`src/rtl/aes_key_expand_if.sv`:
```
// Key-load / round-key handshake bundle for the AES-128 key-schedule engine.
// The slave modport is the engine side; the master modport is the key loader plus round-key consumer.
interface aes_key_expand_if;
    logic [127:0] key_in;
    logic         key_valid;
    logic         key_ready;
    logic [127:0] rk_out;
    logic [3:0]   rk_round;
    logic         rk_valid;
    logic         rk_ready;
    logic         busy;
    logic         done;

    modport slave (
        input  key_in,
        input  key_valid,
        output key_ready,
        output rk_out,
        output rk_round,
        output rk_valid,
        input  rk_ready,
        output busy,
        output done
    );

    modport master (
        output key_in,
        output key_valid,
        input  key_ready,
        input  rk_out,
        input  rk_round,
        input  rk_valid,
        output rk_ready,
        input  busy,
        input  done
    );
endinterface

```
`src/rtl/aes_key_expand.sv`:
```
// AES-128 key schedule: accepts one cipher key and emits round keys 0..10 over a valid/ready handshake.
// Optional macro KEYEXP_SBOX_PIPE_EN registers the SubWord result, adding one cycle per round.
module aes_key_expand #(
    parameter int NR = 10
) (
    input  logic             clk,
    input  logic             rst_n,
    aes_key_expand_if.slave  io_kx
);

    typedef enum logic [1:0] {
        ST_IDLE = 2'b00,
        ST_EMIT = 2'b01,
        ST_CALC = 2'b10
    } state_t;

    localparam logic [3:0] LAST_ROUND = 4'(NR);

    // Entry 0 sits in the most significant byte, so entry b starts at bit 8*(255-b) = {~b, 3'b000}.
    localparam logic [2047:0] SBOX_TABLE = {
        128'h637c777bf26b6fc53001672bfed7ab76,
        128'hca82c97dfa5947f0add4a2af9ca472c0,
        128'hb7fd9326363ff7cc34a5e5f171d83115,
        128'h04c723c31896059a071280e2eb27b275,
        128'h09832c1a1b6e5aa0523bd6b329e32f84,
        128'h53d100ed20fcb15b6acbbe394a4c58cf,
        128'hd0efaafb434d338545f9027f503c9fa8,
        128'h51a3408f929d38f5bcb6da2110fff3d2,
        128'hcd0c13ec5f974417c4a77e3d645d1973,
        128'h60814fdc222a908846eeb814de5e0bdb,
        128'he0323a0a4906245cc2d3ac629195e479,
        128'he7c8376d8dd54ea96c56f4ea657aae08,
        128'hba78252e1ca6b4c6e8dd741f4bbd8b8a,
        128'h703eb5664803f60e613557b986c11d9e,
        128'he1f8981169d98e949b1e87e9ce5528df,
        128'h8ca1890dbfe6426841992d0fb054bb16
    };

    function automatic logic [7:0] sbox(input logic [7:0] b);
        return SBOX_TABLE[{~b, 3'b000} +: 8];
    endfunction

    function automatic logic [7:0] xtime(input logic [7:0] b);
        return {b[6:0], 1'b0} ^ (b[7] ? 8'h1b : 8'h00);
    endfunction

    state_t         r_state;
    state_t         w_state_nxt;
    logic           r_key_ready;
    logic           w_key_ready_nxt;
    logic           r_busy;
    logic           w_busy_nxt;
    logic           r_done;
    logic           w_done_nxt;
    logic           r_rk_valid;
    logic           w_rk_valid_nxt;
    logic [127:0]   r_rk_out;
    logic [127:0]   w_rk_out_nxt;
    logic [3:0]     r_rk_round;
    logic [3:0]     w_rk_round_nxt;
    logic [7:0]     r_rcon;
    logic [7:0]     w_rcon_nxt;

    logic [31:0]    w_rot;
    logic [31:0]    w_sub;
    logic [31:0]    w_t;
    logic [31:0]    w_w0;
    logic [31:0]    w_w1;
    logic [31:0]    w_w2;
    logic [31:0]    w_w3;
    logic [127:0]   w_round_key;
    logic [7:0]     w_rcon_xt;

    // RotWord of w3 followed by four S-box lookups.
    assign w_rot = {r_rk_out[23:0], r_rk_out[31:24]};
    assign w_sub = {sbox(w_rot[31:24]), sbox(w_rot[23:16]), sbox(w_rot[15:8]), sbox(w_rot[7:0])};

`ifdef KEYEXP_SBOX_PIPE_EN
    logic [31:0]    r_sub;
    logic [31:0]    w_sub_nxt;
    assign w_t = r_sub ^ {r_rcon, 24'h000000};
`else
    assign w_t = w_sub ^ {r_rcon, 24'h000000};
`endif

    assign w_w0        = r_rk_out[127:96] ^ w_t;
    assign w_w1        = r_rk_out[95:64]  ^ w_w0;
    assign w_w2        = r_rk_out[63:32]  ^ w_w1;
    assign w_w3        = r_rk_out[31:0]   ^ w_w2;
    assign w_round_key = {w_w0, w_w1, w_w2, w_w3};
    assign w_rcon_xt   = xtime(r_rcon);

    // Next-state and next-output logic of the handshake FSM.
    always_comb begin
        w_state_nxt    = r_state;
        w_rk_out_nxt   = r_rk_out;
        w_rk_round_nxt = r_rk_round;
        w_rk_valid_nxt = r_rk_valid;
        w_rcon_nxt     = r_rcon;
        w_done_nxt     = 1'b0;
`ifdef KEYEXP_SBOX_PIPE_EN
        w_sub_nxt      = r_sub;
`endif
        case (r_state)
            ST_IDLE: begin
                if (io_kx.key_valid && r_key_ready) begin
                    w_state_nxt    = ST_EMIT;
                    w_rk_out_nxt   = io_kx.key_in;
                    w_rk_round_nxt = 4'd0;
                    w_rk_valid_nxt = 1'b1;
                    w_rcon_nxt     = 8'h01;
                end else begin
                    w_state_nxt    = ST_IDLE;
                end
            end
            ST_EMIT: begin
                if (r_rk_valid && io_kx.rk_ready) begin
                    if (r_rk_round == LAST_ROUND) begin
                        w_state_nxt    = ST_IDLE;
                        w_rk_valid_nxt = 1'b0;
                        w_done_nxt     = 1'b1;
                    end else begin
`ifdef KEYEXP_SBOX_PIPE_EN
                        w_state_nxt    = ST_CALC;
                        w_rk_valid_nxt = 1'b0;
                        w_sub_nxt      = w_sub;
`else
                        // Without the pipe stage the next key is loaded on the handshake edge itself.
                        w_state_nxt    = ST_EMIT;
                        w_rk_out_nxt   = w_round_key;
                        w_rk_round_nxt = r_rk_round + 4'd1;
                        w_rcon_nxt     = w_rcon_xt;
`endif
                    end
                end else begin
                    w_state_nxt = ST_EMIT;
                end
            end
            ST_CALC: begin
`ifdef KEYEXP_SBOX_PIPE_EN
                w_state_nxt    = ST_EMIT;
                w_rk_out_nxt   = w_round_key;
                w_rk_round_nxt = r_rk_round + 4'd1;
                w_rk_valid_nxt = 1'b1;
                w_rcon_nxt     = w_rcon_xt;
`else
                w_state_nxt    = ST_IDLE;
                w_rk_valid_nxt = 1'b0;
`endif
            end
            default: begin
                w_state_nxt    = ST_IDLE;
                w_rk_valid_nxt = 1'b0;
            end
        endcase
        w_key_ready_nxt = (w_state_nxt == ST_IDLE);
        w_busy_nxt      = (w_state_nxt != ST_IDLE);
    end

    // State, datapath and registered status outputs.
    always_ff @(posedge clk or negedge rst_n) begin
        if (!rst_n) begin
            r_state     <= ST_IDLE;
            r_key_ready <= 1'b1;
            r_busy      <= 1'b0;
            r_done      <= 1'b0;
            r_rk_valid  <= 1'b0;
            r_rk_out    <= 128'h0;
            r_rk_round  <= 4'd0;
            r_rcon      <= 8'h01;
        end else begin
            r_state     <= w_state_nxt;
            r_key_ready <= w_key_ready_nxt;
            r_busy      <= w_busy_nxt;
            r_done      <= w_done_nxt;
            r_rk_valid  <= w_rk_valid_nxt;
            r_rk_out    <= w_rk_out_nxt;
            r_rk_round  <= w_rk_round_nxt;
            r_rcon      <= w_rcon_nxt;
        end
    end

`ifdef KEYEXP_SBOX_PIPE_EN
    // SubWord pipeline register.
    always_ff @(posedge clk or negedge rst_n) begin
        if (!rst_n) begin
            r_sub <= 32'h0;
        end else begin
            r_sub <= w_sub_nxt;
        end
    end
`endif

    assign io_kx.key_ready = r_key_ready;
    assign io_kx.busy      = r_busy;
    assign io_kx.done      = r_done;
    assign io_kx.rk_valid  = r_rk_valid;
    assign io_kx.rk_out    = r_rk_out;
    assign io_kx.rk_round  = r_rk_round;

endmodule

```
`src/flat_wrapper.sv`:
```
// flat-port wrapper written by rule: the top's interface ports become plain ports
module aes_key_expand_flat 
#(
    parameter int NR = 10
)
  (clk, rst_n, io_kx_key_in, io_kx_key_valid, io_kx_key_ready, io_kx_rk_out, io_kx_rk_round, io_kx_rk_valid, io_kx_rk_ready, io_kx_busy, io_kx_done);
  aes_key_expand_if io_kx_i ();
  input  logic clk;
  input  logic rst_n;
  input wire logic [$bits(io_kx_i.key_in)-1:0] io_kx_key_in;
  input wire logic [$bits(io_kx_i.key_valid)-1:0] io_kx_key_valid;
  output wire logic [$bits(io_kx_i.key_ready)-1:0] io_kx_key_ready;
  output wire logic [$bits(io_kx_i.rk_out)-1:0] io_kx_rk_out;
  output wire logic [$bits(io_kx_i.rk_round)-1:0] io_kx_rk_round;
  output wire logic [$bits(io_kx_i.rk_valid)-1:0] io_kx_rk_valid;
  input wire logic [$bits(io_kx_i.rk_ready)-1:0] io_kx_rk_ready;
  output wire logic [$bits(io_kx_i.busy)-1:0] io_kx_busy;
  output wire logic [$bits(io_kx_i.done)-1:0] io_kx_done;
  assign io_kx_i.key_in = io_kx_key_in;
  assign io_kx_i.key_valid = io_kx_key_valid;
  assign io_kx_key_ready = io_kx_i.key_ready;
  assign io_kx_rk_out = io_kx_i.rk_out;
  assign io_kx_rk_round = io_kx_i.rk_round;
  assign io_kx_rk_valid = io_kx_i.rk_valid;
  assign io_kx_i.rk_ready = io_kx_rk_ready;
  assign io_kx_busy = io_kx_i.busy;
  assign io_kx_done = io_kx_i.done;
  aes_key_expand #(.NR(NR)) u_core (.clk(clk), .rst_n(rst_n), .io_kx(io_kx_i));
endmodule
```
`config.mk`:
```
export PLATFORM = sky130hd
export DESIGN_NAME = aes_key_expand_flat
export DESIGN_NICKNAME = d
export VERILOG_FILES = /design/src/rtl/aes_key_expand_if.sv /design/src/rtl/aes_key_expand.sv /design/src/flat_wrapper.sv
export SDC_FILE = /design/constraint.sdc
export NUM_CORES = 1
export LEC_CHECK = 0
export ABC_AREA = 1
export CAP_MARGIN = 15
export CELL_PAD_IN_SITES_DETAIL_PLACEMENT = 1
export CELL_PAD_IN_SITES_GLOBAL_PLACEMENT = 2
export CORE_MARGIN = 4
export CORE_UTILIZATION = 29
export CTS_BUF_LIST = sky130_fd_sc_hd__clkbuf_16
export CTS_CLUSTER_SIZE = 30
export DETAILED_ROUTE_END_ITERATION = 8
export GPL_TIMING_DRIVEN = 0
export PLACE_DENSITY = 0.83
export SLEW_MARGIN = 0
export SYNTH_ARGS = -nofsm -noshare
export SYNTH_HDL_FRONTEND = slang
export SYNTH_SLANG_ARGS = --single-unit
```
`constraint.sdc`:
```
create_clock -name clk -period 3.8 [get_ports clk]
set_input_delay 0.38 -clock clk [delete_from_list [all_inputs] [get_ports clk]]
set_output_delay 0.38 -clock clk [all_outputs]
set_load 0.02 [all_outputs]
```
==> results.md, run 1 <==
- WS Path Type: reg -> reg
- Worst slew pin tran: 1070 ps
- XOR/XNOR share of the synthesized area: 0.00583
- Synth Area in Compound Gates: 0.123
- Largest family of logic cells by synthesized area: simple AND/OR/NAND/NOR gates
- Cell Int Power: between 2 and 3 mW
- Final Core Density: 0.365
- CTS H-Tree Depth: 4
- Total power: 3.58 mW
- CP Launch Type: flip-flop
- Clock Pin Slew Worst Setup and Hold Paths: 70 ps
- # DRC: 0
- Overflow after GRT: 0
- Crit path DAT: just over 4000 ps
- Post-synthesis mux area share: 0
- Syn Nets: around 3800
- Number of synthesized flops with an enable pin: 0
- Final setup vio count: 0
- Final HPWL DP: 112 mm
- Max clock buf depth: 2
- Adder-Cell Fraction of Synth Area: 0.0397
- Ys Warns: 0
- Gpl congestion: approximately 1.1
- CTS tree: built
- CP max FO: 13
- Switching pwr: 0.843 mW
- Dpl cells: around 4700
- Die width: 268 microns
- Status: finished clean
- First-pass detailed-route iteration total: 6
- Synth cell types: 35
- Fin crit share: 0.989
- Vias: 29105
- Final nets: between 4000 and 5000
- Delay-heaviest family, CP: simple AND/OR/NAND/NOR gates
- Clock power frac: 0.515
- Sequential share of power: 0.428
- Worst Setup End Kind: flip-flop
- Relative slew slack: 0.289
- First-pass GRT wire length: around 200 mm
- Design Area, Final: between 0.02 and 0.025 sq mm
- CTS buffer count: 17
- CP Buf/Inv Count: 2
- Max frequency: between 0.2 and 0.3 GHz
- HP Class: in -> async
- CP most frequent cell: nand2_1
- Max Slew Vio Count: 0
- FP Rows: 94
- Area growth syn-to-layout: 23.6%
- Leak pwr: 11.2 nW
- Number of synthesized register bits: around 140
- Worst-Skew Late Latency: roughly 480 ps
- Fill cells: around 9100
- Pwr/cell area: 148 mW/mm^2
- Final worst path period need: between 3000 and 4000 ps
- RSZ-0062 raised after global routing: no
- Initial antenna violation count: 7
- Non-Filler Instances: between 4000 and 5000
- DP Area: 0.0233 sq mm
- Initial Util: 0.295
- DR iter-0 viols: about 4000
- CTS root buffer: clkbuf_16
- Slowest cell delay on critical path: roughly 520 ps
- Total Wirelength: 144 mm
- Antenna Violating Nets Remaining: 0
- Logic pwr share: 0.057
- Share of cells above drive strength 1: 0.0496
- Gr usage total: 0.388
- Final Worst Setup Slack: ~42 ps
- Pre-CTS setup slack: -544 ps
- Synth Flop Type: dfrtp_1
- Post-synth ARST share: 1.00
- Post-Synth Simple-Gate Area: 0.547
- Avg WL per Cell: 30.4 microns
- Hold WS: ~350 ps
- Vias per cell: roughly 6.1
- Register area share after synthesis: 0.185
- CP required: about 4200 ps
- Largest net degree at the start of global routing: 114
- Synth Instances: 3562
- Max Cap Viol: 0
- Die height: 268 microns
- Slowest cell on the critical path: dfrtp_2
- Port Buf Inserts: 267
- Switching share of power: 0.235
- Peak supply drop: around 0.00028 V
- Syn avg cell area: 5.48 sq um
- I/O pin count: 268
- Core Region: between 0.06 and 0.07 sq mm
- Vias in the first global route: 28592
- Setup Total Neg Slack: 0 ps
- Clock Sinks: about 140
- Cells along the critical path: clkbuf_4, inv_4, ha_1, nor2_2, nand2_1, nand3_1, nor2_1, nor2_1, nand2_1, nand2_1, nand3_1, nand3_1, nand3_1, nand3_1, nand2_1, nand2_1, nand3_1, nand2_1, nand2_1
- Skew final: between 10 and 15 ps
- Final Hold Violating Endpoints: 0
- Synth Cell Area: roughly 0.020 sq mm
- Die area: slightly above 0.07 sq mm
==> layout by cell type (no fill, tap or decap), types with 18 or more instances in the layout <==
master | netlist | routed
nand4_1 | 25 | 25
a21oi_1 | 106 | 104
buf_2 | 66 | 63
buf_4 | 15 | 21
clkbuf_1 | 101 | 100
clkdlybuf4s50_1 | 0 | 266
nor2_1 | 205 | 195
nand3b_1 | 21 | 21
buf_1 | 43 | 43
inv_1 | 218 | 219
o211ai_1 | 100 | 100
o21ai_0 | 129 | 128
dfrtp_1 | 142 | 136
nand2_1 | 1211 | 1201
ha_1 | 62 | 59
nand2_2 | 9 | 18
nand3_1 | 988 | 986
o221ai_1 | 20 | 20
==> worst reg2reg max path, cell delays in order (launching register included) <==
cell and delay [ps]:
dfrtp_2 520, clkbuf_4 280, inv_4 140, ha_1 300, nor2_2 410, nand2_1 270, nand3_1 160, nor2_1 80
nor2_1 140, nand2_1 70, nand2_1 70, nand3_1 320, nand3_1 290, nand3_1 120, nand3_1 120, nand2_1 80
nand2_1 60, nand3_1 80, nand2_1 90, nand2_1 50
==> area by class of cell <==
class	count	area (sq um)	share of cell area
multi-input combinational	2944	14100	0.583
sequential	144	3620	0.150
timing repair buffer	275	2770	0.115
tap	864	1080	0.0448
buffer	228	1030	0.0428
inverter	245	941	0.0390
clock buffer	17	425	0.0176
clock inverter	15	180	0.00746
antenna	3	7.51	0.000311
==> power by group through the flow <==
stage / Combinational, mW / Sequential, mW / Clock [mW]
4_1_cts: 0.205 / 1.53 / 1.86
3_3_place_gp: 0.201 / 1.56 / 0
3_5_place_dp: 0.203 / 1.56 / 0
6_report: 0.205 / 1.53 / 1.84
2_1_floorplan: 0.000138 / 1.56 / 0
5_1_grt: 0.214 / 1.53 / 1.93
==> layer usage <==
metal	vias up	track usage	part of all wire
li1	12569	-	-
met1	14078	0.509	0.41
met2	1944	0.585	0.42
met3	506	0.112	0.11
met4	8	0.186	0.060
met5	-	0	0.00026
==> flip-flops by register name, summed over array words and instances (netlist names) <==
| signal | cells |
|---|---|
| u_core.io_kx.busy | 1 |
| u_core.io_kx.done | 1 |
| u_core.io_kx.key_ready | 1 |
| u_core.io_kx.rk_out | 128 |
| u_core.io_kx.rk_round | 4 |
| u_core.io_kx.rk_valid | 1 |
| u_core.r_rcon | 8 |
==> kinds of logic (layout without fill, tap and decap cells) <==
logic type | Yosys count | count (layout)
AND/OR/NAND/NOR | 2467 | 2467
other | 0 | 3
AO/OA/AOI/OAI | 402 | 402
buffers and inverters | 474 | 780
XOR/XNOR | 13 | 13
flip-flops | 144 | 144
adder cells (fa/ha/maj) | 62 | 62
==> path summary, 6_finish.rpt <==
check | startpoint | to | slack, ps | cells past startpoint
worst max-delay path | u_core.io_kx.rk_out[25] | u_core.io_kx.rk_out[6] | 40 | 19
min in group clk | io_kx_key_in[74] | u_core.io_kx.rk_out[74] | 470 | 3
worst min-delay path | rst_n | u_core.io_kx.rk_out[124] | 350 | 2
max in group asynchronous | rst_n | u_core.io_kx.rk_out[9] | 2480 | 3
worst max register to register | u_core.io_kx.rk_out[25] | u_core.io_kx.rk_out[6] | 40 | 19
worst min register to register | u_core.io_kx.rk_out[71] | u_core.io_kx.rk_out[71] | 540 | 2
==> synth_stat cells (2+ instances only) <==
master | n | share of area
a21oi_1 | 106 | 0.027
inv_2 | 16 | 0.0031
o21bai_1 | 12 | 0.0046
o211ai_1 | 100 | 0.038
nand3b_1 | 21 | 0.0081
nor2_2 | 2 | 0.00064
a31oi_1 | 12 | 0.0038
clkinv_1 | 10 | 0.0019
ha_1 | 62 | 0.040
nand3_1 | 988 | 0.25
o21ai_0 | 129 | 0.033
nor3_1 | 2 | 0.00051
xnor2_1 | 4 | 0.0018
inv_1 | 218 | 0.042
nand4_1 | 25 | 0.0080
xor2_1 | 9 | 0.0040
o221ai_1 | 20 | 0.0090
or2_2 | 3 | 0.00096
buf_6 | 4 | 0.0023
nand2_2 | 9 | 0.0029
dfstp_2 | 2 | 0.0027
buf_1 | 43 | 0.0083
buf_2 | 66 | 0.017
clkbuf_1 | 101 | 0.019
buf_4 | 15 | 0.0058
nor2_1 | 205 | 0.039
o21ai_1 | 9 | 0.0023
nand2_1 | 1211 | 0.23
dfrtp_1 | 142 | 0.18
o22ai_1 | 11 | 0.0035
==> what timing repair did <==
action                                  CTS  global route
setup buffers                             6             0
pin swaps                                 0             0
hold endpoints to repair                 30             0
hold buffers                              1             0
gates resized for setup                  19            35
endpoints found under the setup margin   77            48
Power figures use the tool's default switching activity.
==> run 2, diff against run 1 <==
--- a/config.mk
+++ b/config.mk
@@ -10,12 +10,12 @@
 export CELL_PAD_IN_SITES_DETAIL_PLACEMENT = 1
 export CELL_PAD_IN_SITES_GLOBAL_PLACEMENT = 2
 export CORE_MARGIN = 4
-export CORE_UTILIZATION = 29
+export CORE_UTILIZATION = 31
 export CTS_BUF_LIST = sky130_fd_sc_hd__clkbuf_16
 export CTS_CLUSTER_SIZE = 30
 export DETAILED_ROUTE_END_ITERATION = 8
 export GPL_TIMING_DRIVEN = 0
-export PLACE_DENSITY = 0.83
+export PLACE_DENSITY = 0.88
 export SLEW_MARGIN = 0
 export SYNTH_ARGS = -nofsm -noshare
 export SYNTH_HDL_FRONTEND = slang
==> constraint.sdc (replaced) <==
create_clock -name clk -period 4.4 [get_ports clk]
set_input_delay 0.44 -clock clk [delete_from_list [all_inputs] [get_ports clk]]
set_output_delay 0.44 -clock clk [all_outputs]
set_load 0.02 [all_outputs]
==> run 2 against run 1 <==
  * Critical path depth grew 2
  * Count of clock-buffer cells in the layout stayed put
  * Final cell count is 0.72% lower
  * Combinational power down 12%
  * Die area shrank 6.3%
  * Setup slack better by 130 ps
  * Register-to-register slack improved by 130 ps
  * Via count grew 1.0%
  * Cell area fell by 0.90%
  * First-iteration DRC count increased by 5.0%
  * Hold slack better by 160 ps
  * Global-route usage grew 0.98 points
==> results.md, run 2 (synthesis results as in run 1) <==
- Crit path DAT: 4590 ps (+470 ps)
- Cell Int Power: 2.37 mW (-13%)
- Final Hold Violating Endpoints: 0 (unchanged)
- Initial antenna violation count: 3 (-4)
- Multi-input gate area: 0.0140 sq mm (-0.78%)
- Most frequent cells in the layout: 1210 x nand2_1, 988 x nand3_1, 266 x clkdlybuf4s50_1
- Sequential share of power: 0.424 (-0.004)
- Pwr/cell area: 131 mW/mm^2 (-12%)
- Skew final: 12.6 ps (-1.20 ps)
- Total power: 3.12 mW (-13%)
- Switching share of power: 0.241 (+0.00523)
- Core Region: 0.0621 sq mm (-6.3%)
- Max Slew Vio Count: 0 (unchanged)
- Final HPWL DP: 108 mm (-3.1%)
- Share of cells above drive strength 1: 0.0401 (-0.00951)
- CP Launch Type: flip-flop
- CTS buffer count: 17 (unchanged)
- RSZ-0062 raised after global routing: no
- # DRC: 0 (unchanged)
- Max reg flops: 128 (unchanged)
- Commonest non-fill, non-tap cell in the layout: nand2_1
- Non-Filler Instances: 4701 (-0.72%)
- Largest net degree at the start of global routing: 80 (-30%)
- Final Core Density: 0.386 (+0.0209)
- CTS tree: built
- Dpl cells: 4667 (-0.58%)
- I/O pin count: 268 (unchanged)
- Clock power frac: 0.518 (+0.003)
- Final setup vio count: 0 (unchanged)
- Design Area, Final: 0.0239 sq mm (-0.90%)
- Switching pwr: 0.752 mW (-11%)
- CTS root buffer: clkbuf_16
- Die width: 259 microns (-3.2%)
- DR iter-0 viols: 4325 (+5.0%)
- Clock Sinks: 144 (unchanged)
- Vias per cell: 6.25 (+1.7%)
- Total Wirelength: 138 mm (-3.9%)
- Antenna Violating Nets Remaining: 0 (unchanged)
- Postcts setup bufs: 0 (-6)
- Fin crit share: 0.961 (-0.0280)
- Die height: 259 microns (-3.2%)
- Gr usage total: 0.398 (+0.00979)
- Initial Util: 0.315 (+0.0198)
- Max clock buf depth: 2 (unchanged)
- WS Path Type: reg -> reg
- CP max FO: 11 (-2)
- Final worst path period need: 4230 ps (+470 ps)
- Logic pwr share: 0.058 (about the same)
- Die area: 0.0671 sq mm (-6.3%)
- Relative slew slack: 0.248 (-0.0410)
- Clock Pin Slew Worst Setup and Hold Paths: 70 ps (about the same)
- Leak pwr: 11.2 nW (-0.67%)
- Vias in the first global route: 28802 (+0.73%)
- CTS H-Tree Depth: 4 (unchanged)
- Max frequency: 0.237 GHz (-11%)
- First-pass GRT wire length: 199 mm (-2.5%)
- Avg WL per Cell: 29.4 microns (-3.2%)
- Final nets: 4044 (-0.12%)
- Worst-Skew Late Latency: 480 ps (about the same)
- Fill cells: 8522 (-6.4%)
- HP Class: in -> async
- FP Rows: 91 (-3.2%)
- Port Buf Inserts: 267 (unchanged)
- Status: finished clean
- First-pass detailed-route iteration total: 6 (unchanged)
- Sequential cell area: 0.00361 sq mm (-0.24%)
- Vias: 29397 (+1.0%)
- Worst slew pin tran: 1130 ps (+61.5 ps)
- Area growth syn-to-layout: 22.5%
- DP Area: 0.0233 sq mm (-0.14%)
- Gpl congestion: 1.11 (+3.4%)
- Worst Setup End Kind: flip-flop
- Max Cap Viol: 0 (unchanged)
- Peak supply drop: 0.000282 V (+1.5%)
- Overflow after GRT: 0 (unchanged)
- CP required: 4760 ps (+600 ps)
## run 2: cell types whose count changed in the layout (fill, tap and decap cells not counted), sizes merged
cell | before | now
buf | 134 | 130
clkinvlp | 3 | 7
clkinv | 16 | 13
diode | 3 | 1
clkbuf | 119 | 118
inv | 237 | 236
## run 2: path summary, 6_finish.rpt
check,from,to,slack (ps),cells past startpoint
setup / recovery,u_core.io_kx.rk_out[24],u_core.io_kx.rk_out[2],170,21
hold / removal,rst_n,u_core.io_kx.rk_out[120],520,2
setup reg to reg,u_core.io_kx.rk_out[24],u_core.io_kx.rk_out[2],170,21
hold reg to reg,u_core.io_kx.rk_out[71],u_core.io_kx.rk_out[71],540,2
max in group asynchronous,rst_n,u_core.io_kx.rk_out[12],3000,3
min in group clk,io_kx_key_in[75],u_core.io_kx.rk_out[75],540,3
## run 2: critical path: stages, from the launching register on
cell and delay, ps:
dfrtp_1 550, buf_4 250, clkinvlp_4 330, ha_1 500, nand2_1 390, inv_1 110, nor2_1 430, nand2_1 140
nand3_1 100, nand3_1 80, nand3_1 140, nand3_1 190, nand2_1 130, nand2_1 90, nand2_1 110, nand2_1 80
nand3_1 110, nand2_1 90, nand2_1 70, nand3_1 60, nand2_1 90, nand2_1 50
## run 2: repair_timing
action / CTS / global route
resized for setup: 0 / 4
hold buffers: 1 / 0
endpoints found under the hold margin: 64 / 0
setup endpoints to repair: 0 / 11
## run 2: area by class of cell
| cell class | count | area share |
|---|---|---|
| multi-input combinational | 2944 | 0.584 |
| sequential | 144 | 0.151 |
| timing repair buffer | 269 | 0.113 |
| tap | 837 | 0.0438 |
| buffer | 229 | 0.0430 |
| inverter | 245 | 0.0389 |
| clock buffer | 17 | 0.0178 |
| clock inverter | 15 | 0.00805 |
| antenna | 1 | 0.000105 |
## run 2: layer usage
| layer | vias up | global-route usage | wire [microns] |
|---|---|---|---|
| met5 | - | 0 | 19 |
| met4 | 4 | 0.206 | 8920 |
| met3 | 552 | 0.109 | 16900 |
| met2 | 2191 | 0.593 | 57500 |
| met1 | 14081 | 0.525 | 55000 |
| li1 | 12569 | - | - |
## run 2: metrics by stage
| stage | TNS, ps | worst slack, ps | hold slack, ps |
|---|---|---|---|
| 2_1_floorplan | 0 | 1540 | 144 |
| 3_3_place_gp | -516030 | -3640 | 519 |
| 3_5_place_dp | 0 | 225 | 447 |
| 4_1_cts | 0 | 180 | 521 |
| 5_1_grt | 0 | 15.9 | 546 |
| 6_report | 0 | 172 | 518 |
## run 2: power groups by stage
stage	sequential, mW	clock, mW	combinational [mW]
2_1_floorplan	1.35	0	0.000120
3_3_place_gp	1.35	0	0.176
3_5_place_dp	1.35	0	0.179
4_1_cts	1.32	1.64	0.181
5_1_grt	1.32	1.69	0.188
6_report	1.32	1.62	0.181
